$ cat src/rtl/inv_subbytes_seq_if.sv
// Interface bundling the handshake, data, abort and status signals of
// inv_subbytes_seq.
//   abort     : synchronous abort request (master -> slave)
//   in_valid  : in_data valid (master -> slave)
//   in_ready  : sequencer can take a block (slave -> master)
//   in_data   : 128-bit state block, byte 0 in bits [127:120]
//   out_valid : out_data valid (slave -> master)
//   out_ready : consumer takes out_data (master -> slave)
//   out_data  : inverse-substituted block, same byte order
//   busy      : block in flight or waiting to be taken (slave -> master)
interface inv_subbytes_seq_if;
  logic         abort;
  logic         in_valid;
  logic         in_ready;
  logic [127:0] in_data;
  logic         out_valid;
  logic         out_ready;
  logic [127:0] out_data;
  logic         busy;

  modport master (
    output abort, in_valid, in_data, out_ready,
    input  in_ready, out_valid, out_data, busy
  );

  modport slave (
    input  abort, in_valid, in_data, out_ready,
    output in_ready, out_valid, out_data, busy
  );
endinterface

$ cat src/rtl/inv_subbytes_seq.sv
// AES inverse SubBytes sequencer. Takes one 128-bit state block, pushes it
// through NUM_SBOX inverse S-boxes, NUM_SBOX bytes per clock, and returns the
// substituted block. Trades S-box count against latency (16/NUM_SBOX cycles).
// Ports:
//   clk   : rising-edge clock
//   rst_n : asynchronous active-low reset
//   bus   : inv_subbytes_seq_if.slave (abort, in/out handshakes, busy)

// Combinational AES inverse S-box (FIPS-197 table).
// Ports: a = input byte, y = substituted byte.
module inv_sbox (
  input  logic [7:0] a,
  output logic [7:0] y
);
  localparam logic [0:255][7:0] INV_TAB = {
    128'h52096ad53036a538bf40a39e81f3d7fb,
    128'h7ce339829b2fff87348e4344c4dee9cb,
    128'h547b9432a6c2233dee4c950b42fac34e,
    128'h082ea16628d924b2765ba2496d8bd125,
    128'h72f8f66486689816d4a45ccc5d65b692,
    128'h6c704850fdedb9da5e154657a78d9d84,
    128'h90d8ab008cbcd30af7e45805b8b34506,
    128'hd02c1e8fca3f0f02c1afbd0301138a6b,
    128'h3a9111414f67dcea97f2cfcef0b4e673,
    128'h96ac7422e7ad3585e2f937e81c75df6e,
    128'h47f11a711d29c5896fb7620eaa18be1b,
    128'hfc563e4bc6d279209adbc0fe78cd5af4,
    128'h1fdda8338807c731b11210592780ec5f,
    128'h60517fa919b54a0d2de57a9f93c99cef,
    128'ha0e03b4dae2af5b0c8ebbb3c83539961,
    128'h172b047eba77d626e169146355210c7d
  };

  assign y = INV_TAB[a];
endmodule

// state | meaning
// IDLE  | waiting for a block; in_ready high
// BUSY  | substituting NUM_SBOX bytes per cycle, cnt selects the byte group
// DONE  | result held on out_data with out_valid high until taken
module inv_subbytes_seq #(
  parameter int NUM_SBOX = 4
) (
  input  logic               clk,
  input  logic               rst_n,
  inv_subbytes_seq_if.slave  bus
);
  localparam int NUM_STEPS = 16 / NUM_SBOX;
  localparam int CNT_W     = (NUM_STEPS > 1) ? $clog2(NUM_STEPS) : 1;
  localparam logic [CNT_W-1:0] CNT_LAST = CNT_W'(NUM_STEPS - 1);

  if (NUM_SBOX != 1 && NUM_SBOX != 2 && NUM_SBOX != 4 &&
      NUM_SBOX != 8 && NUM_SBOX != 16) begin : g_bad_num_sbox
    $error("inv_subbytes_seq: NUM_SBOX must be 1, 2, 4, 8 or 16");
  end

  typedef enum logic [1:0] {IDLE, BUSY, DONE} state_t;

  state_t           state, state_nxt;
  logic [CNT_W-1:0] cnt, cnt_nxt;
  logic [127:0]     work, work_nxt, work_sub;
  logic [3:0]       base;
  logic [7:0]       sbox_in  [NUM_SBOX];
  logic [7:0]       sbox_out [NUM_SBOX];

  // First byte index of the group handled this cycle; never exceeds 15.
  assign base = 4'(int'(cnt) * NUM_SBOX);

  for (genvar j = 0; j < NUM_SBOX; j++) begin : g_sbox
    logic [3:0] idx;
    assign idx        = base + 4'(j);
    assign sbox_in[j] = work[8*(15 - int'(idx)) +: 8];
    inv_sbox u_inv_sbox (.a(sbox_in[j]), .y(sbox_out[j]));
  end

  // In-place writeback: only the selected group changes.
  always_comb begin
    work_sub = work;
    for (int j = 0; j < NUM_SBOX; j++) begin
      work_sub[8*(15 - int'(base) - j) +: 8] = sbox_out[j];
    end
  end

  always_ff @(posedge clk or negedge rst_n) begin
    if (!rst_n) begin
      state <= IDLE;
      cnt   <= '0;
      work  <= '0;
    end else begin
      state <= state_nxt;
      cnt   <= cnt_nxt;
      work  <= work_nxt;
    end
  end

  always_comb begin
    state_nxt = state;
    cnt_nxt   = cnt;
    work_nxt  = work;
    case (state)
      IDLE: begin
        if (bus.in_valid) begin
          state_nxt = BUSY;
          cnt_nxt   = '0;
          work_nxt  = bus.in_data;
        end
      end
      BUSY: begin
        work_nxt = work_sub;
        if (cnt == CNT_LAST) begin
          state_nxt = DONE;
          cnt_nxt   = '0;
        end else begin
          cnt_nxt = cnt + CNT_W'(1);
        end
      end
      DONE: begin
        if (bus.out_ready) state_nxt = IDLE;
      end
      default: state_nxt = IDLE;
    endcase
    // Abort wins over everything, including a load in IDLE; the work
    // register keeps whatever it held.
    if (bus.abort) begin
      state_nxt = IDLE;
      cnt_nxt   = '0;
      work_nxt  = work;
    end
  end

  assign bus.in_ready  = (state == IDLE);
  assign bus.out_valid = (state == DONE);
  assign bus.busy      = (state != IDLE);
  assign bus.out_data  = (state == DONE) ? work : '0;
endmodule
$ cat src/flat_wrapper.sv
// flat-port wrapper written by rule: the top's interface ports become plain ports
module inv_subbytes_seq_flat 
#(
  parameter int NUM_SBOX = 4
)
  (clk, rst_n, bus_abort, bus_in_valid, bus_in_data, bus_out_ready, bus_in_ready, bus_out_valid, bus_out_data, bus_busy);
  inv_subbytes_seq_if bus_i ();
  input  logic clk;
  input  logic rst_n;
  input wire logic [$bits(bus_i.abort)-1:0] bus_abort;
  input wire logic [$bits(bus_i.in_valid)-1:0] bus_in_valid;
  input wire logic [$bits(bus_i.in_data)-1:0] bus_in_data;
  input wire logic [$bits(bus_i.out_ready)-1:0] bus_out_ready;
  output wire logic [$bits(bus_i.in_ready)-1:0] bus_in_ready;
  output wire logic [$bits(bus_i.out_valid)-1:0] bus_out_valid;
  output wire logic [$bits(bus_i.out_data)-1:0] bus_out_data;
  output wire logic [$bits(bus_i.busy)-1:0] bus_busy;
  assign bus_i.abort = bus_abort;
  assign bus_i.in_valid = bus_in_valid;
  assign bus_i.in_data = bus_in_data;
  assign bus_i.out_ready = bus_out_ready;
  assign bus_in_ready = bus_i.in_ready;
  assign bus_out_valid = bus_i.out_valid;
  assign bus_out_data = bus_i.out_data;
  assign bus_busy = bus_i.busy;
  inv_subbytes_seq #(.NUM_SBOX(NUM_SBOX)) u_core (.clk(clk), .rst_n(rst_n), .bus(bus_i));
endmodule
$ cat config.mk
export PLATFORM = sky130hd
export DESIGN_NAME = inv_subbytes_seq_flat
export DESIGN_NICKNAME = d
export VERILOG_FILES = /design/src/rtl/inv_subbytes_seq_if.sv /design/src/rtl/inv_subbytes_seq.sv /design/src/flat_wrapper.sv
export SDC_FILE = /design/constraint.sdc
export NUM_CORES = 1
export LEC_CHECK = 0
export ABC_AREA = 1
export CELL_PAD_IN_SITES_DETAIL_PLACEMENT = 1
export CELL_PAD_IN_SITES_GLOBAL_PLACEMENT = 1
export CORE_AREA = 2 2 244 246
export CTS_BUF_LIST = sky130_fd_sc_hd__clkbuf_4 sky130_fd_sc_hd__clkbuf_8
export CTS_CLUSTER_DIAMETER = 80
export DETAILED_ROUTE_END_ITERATION = 8
export DIE_AREA = 0 0 246 248
export PLACE_DENSITY_LB_ADDON = 0.1
export SYNTH_ARGS = -nofsm -noshare
export SYNTH_HDL_FRONTEND = slang
export SYNTH_SLANG_ARGS = --single-unit
$ cat constraint.sdc
create_clock -name clk -period 3 [get_ports clk]
set_input_delay 0.6 -clock clk [delete_from_list [all_inputs] [get_ports clk]]
set_output_delay 0.6 -clock clk [all_outputs]
set_load 0.01 [all_outputs]
==> results.md <==
- The total design power is 24.49 mW.
- The share of post-route cells with drive strength above 1 is 0.2069.
- Of the synthesized area, sequential elements account for 0.1626.
- The count of standard-cell rows is 89.
- Among all stages on the critical path, the largest delay is contributed by sky130_fd_sc_hd__dfrtp_4.
- Of the total power, the share spent switching nets is 0.5865.
- The mean number of vias per cell is 6.128.
- The cell internal power dissipation is 10.13 mW.
- The filler cells instantiated in the layout total 8069.
- After synthesis the netlist holds a flip-flop and latch count of 132.
- Counting every net in the synthesized netlist gives 3938.
- TritonCTS built the clock tree.
- Setup repair after global routing could not meet its margin everywhere.
- After clock tree synthesis, the clock-pin slew on the worst setup and hold paths is 0.09 ns.
- The peak clock frequency supported by timing is 333.8 MHz.
- Summed over all cells, the static leakage comes to 13.98 nW.
- Of all nets on the critical path, the largest fanout is 11.
- The library cell used most frequently in the layout, excluding fill and tap cells, is sky130_fd_sc_hd__nand2_1.
- The number of DRC violations after detailed-routing iteration 0 is 3677.
- The library cells used most frequently in the layout, excluding fill and tap cells, are sky130_fd_sc_hd__nand2_1, sky130_fd_sc_hd__nand3_1, sky130_fd_sc_hd__buf_4.
- The share of total power dissipated in combinational logic is 0.821.
- Counting distinct cell types in the post-synthesis netlist gives 36.
- Walking the worst path, the cells encountered are inv_8, buf_12, nand2_1, nand3_1, nand2_2, ha_4, buf_6, nand2_1, buf_12, nand3_1, nand3_1, nand3_1, nand3_1, nand3_2, nand2_1, nor2_2, nand3_1, a21oi_2.
- The total number of nets in the final design is 4464.
- The average instance in the mapped netlist occupies 5.441 um^2.
- The cell repeated most along the worst path is sky130_fd_sc_hd__nand3_1.
- Across every metal layer, demand over resource in global routing totals 0.4217.
- Between clock sinks in the finished design, the worst skew comes to 0.01618 ns.
- The worst setup path is launched from a register.
- With fillers left out, the area of the finished cells amounts to 28830 um^2.
- The cell count after placement is 4990.
- The largest net degree at the start of global routing is 56.
- Power spread over the standard cell area amounts to 849.5 nW/um^2.
- The I/O pin count is 264.
- The number of levels in the clock H-tree is 4.
- The worst path buffer plus inverter count is 4.
- The maximum single-stage delay on the critical path is 0.53 ns.
- The minimum period implied by the final worst setup slack is 2.996 ns.
- Dividing the detail-routed wire length by the instance count gives 26.51 um.
- The worst-margin pin slew is 0.7929 ns.
- The clock tree root buffer cell is sky130_fd_sc_hd__clkbuf_8.
- The worst endpoint data arrival time is 3.46 ns.
- The tree built by TritonCTS fans out to 132 sinks.
- The count of flip-flops with a built-in enable after synthesis is 0.
- Counting the buffers created by CTS gives 17.
- The share of total power dissipated in the clock network is 0.076.
- The count of antenna-violating nets left after detailed routing is 0.
- Broken down by cell family, the worst path's largest delay share belongs to simple AND/OR/NAND/NOR gates.
- The routed wire length is 133800 um.
- The core area is 58460 um^2.
- Yosys printed 0 warnings.
- The maximum vdd ir drop is 0.4198 mV.
- The summed instance area of the synthesized netlist is 20310 um^2.
- The min-delay analysis places its worst path in the category in -> async.
- The tool flagged a number of max-cap violations equal to 0.
- Input and output buffers added on the ports amount to 263.
- The critical path endpoint category is a register.
- The floorplan step defined a die boundary enclosing 61010 um^2.
- The initial antenna violation count is 4.
- The first global-routing pass estimated 195000 um of wire.
- Timing analysis after detailed placement gives a worst setup slack of -0.1515 ns.
- The number of max-slew violations in the final report is 0.
- The run finished with clean final reports.
- After detailed placement, the total cell area comes to 26900 um^2.
- The relative contribution of sequential cells to total power is 0.103.
- The clock reaches the later pin of the worst-skew pair after 0.54 ns.
- The critical path in this run is classified as reg -> reg.
- Headroom to the max-slew limit came out at 0.4694.
- The area added between synthesis and finish is 41.95%.
- The number of cells in the finished layout apart from fillers is 5047.
- The chip height is 248 um.
- The worst path required time is 3.47 ns.
- The initial utilization of the core area, before any placement, comes to 0.3474.
- Across all hold checks on the routed design, the worst slack comes to 0.01380 ns.
- The number of failing hold endpoints at the final stage is 0.
- The number of global-route vias before repair is 30340.
- Counting flops with an async set or reset pin after synthesis yields a share of 1.000.
- The hold buffer count at cts is 0.
- The number of search-and-repair iterations in the first detailed-routing pass is 6.
- The prevailing post-synth register cell is sky130_fd_sc_hd__dfrtp_1.
- The deepest clock path buffer count is 2.
- Setup violations remaining at the end of the flow were counted as 0.
- The total number of vias is 30930.
- The final cycle utilization of the critical path is 0.9986.
- The analysis attributes to net switching a power of 14.36 mW.
- The global placement routability congestion is 1.054.
- The final critical-path setup slack is 0.004125 ns.
- The post-detailed-route DRC marker count is 0.
- The detailed placement HPWL is 101000 um.
- After global routing the overflow that remains totals 0.
- The die width is 246 um.
- The post-synthesis instance total is 3733.
cell families (layout without fill, tap and decap cells):
group	count (synthesis)	after routing	share of synthesized area
adders and majority gates	72	72	0.04436
buffers and inverters	581	1120	0.1246
and+or+nand+nor	2388	2388	0.5185
other	0	2	0
AOI/OAI and AO/OA	560	560	0.1498
DFF	132	132	0.1626
cell usage after synthesis (38+ instances only):
cell,number,area (um^2)
sky130_fd_sc_hd__clkbuf_1,90,337.8
sky130_fd_sc_hd__ha_1,72,900.9
sky130_fd_sc_hd__buf_2,106,530.5
sky130_fd_sc_hd__o21ai_0,95,475.5
sky130_fd_sc_hd__nand4_1,118,738.2
sky130_fd_sc_hd__nor2_1,387,1453
sky130_fd_sc_hd__o211ai_1,38,285.3
sky130_fd_sc_hd__dfrtp_1,132,3303
sky130_fd_sc_hd__nand2_1,945,3547
sky130_fd_sc_hd__a21oi_1,356,1782
sky130_fd_sc_hd__inv_1,289,1085
sky130_fd_sc_hd__nand3_1,878,4394
final timing paths:
check                                 from                to  slack (ns)  cells past startpoint
max                          u_core.cnt[0]   u_core.work[35]       0.004                     18
min                                  rst_n   u_core.work[51]        0.01                      1
max reg2reg                  u_core.cnt[0]   u_core.work[35]       0.004                     18
min reg2reg                u_core.work[77]   u_core.work[77]        0.53                      2
max in group asynchronous            rst_n  u_core.work[103]        2.14                      2
min in group clk           u_core.work[77]   u_core.work[77]        0.53                      2
power by group through the flow:
stage,registers [mW],clock network [mW],logic (mW)
final,2.51,1.86,20.1
after global routing,2.55,1.93,21.2
after CTS,2.49,1.88,18.2
after detailed placement,2.53,0,18.0
after global placement,2.51,0,17.9
after floorplan,2.40,0,9.96
per-layer routing:
layer  wire [um]  part of all wire  global-route usage
met5          27           0.00020                   0
met4        7766             0.058              0.2137
met3       12100             0.090             0.07083
met2       59970              0.45              0.6704
met1       53930              0.40              0.5497
state kept, by name (all words and copies together) (netlist names):
register and cells:
u_core.state 2, u_core.work 128, u_core.cnt 2
metrics by stage:
step	TNS [ns]	utilization
after global placement	-2.698	0.4601
after floorplan	0	-
after global routing	-1.151	0.4931
after detailed placement	-3.703	0.4601
final	0	0.4931
after CTS	-0.006748	0.4704
cell type report:
| class | count | area (um^2) | area share |
|---|---|---|---|
| clock inverter | 13 | 195.2 | 0.006771 |
| multi-input combinational | 3020 | 15600 | 0.5410 |
| sequential | 132 | 3308 | 0.1148 |
| antenna | 2 | 5.005 | 0.0001736 |
| inverter | 323 | 1265 | 0.04388 |
| tap | 773 | 967.2 | 0.03355 |
| clock buffer | 19 | 261.5 | 0.009071 |
| timing repair buffer | 765 | 7232 | 0.2509 |
what timing repair did:
| item | in CTS | in global routing |
|---|---|---|
| gates resized for setup | 44 | 292 |
| setup buffers | 0 | 18 |
| setup endpoints to repair | 108 | 144 |
| endpoints found under the hold margin | 0 | 0 |
| gates cloned | 0 | 6 |
| pin swaps | 0 | 44 |
Power figures use the tool's default switching activity.
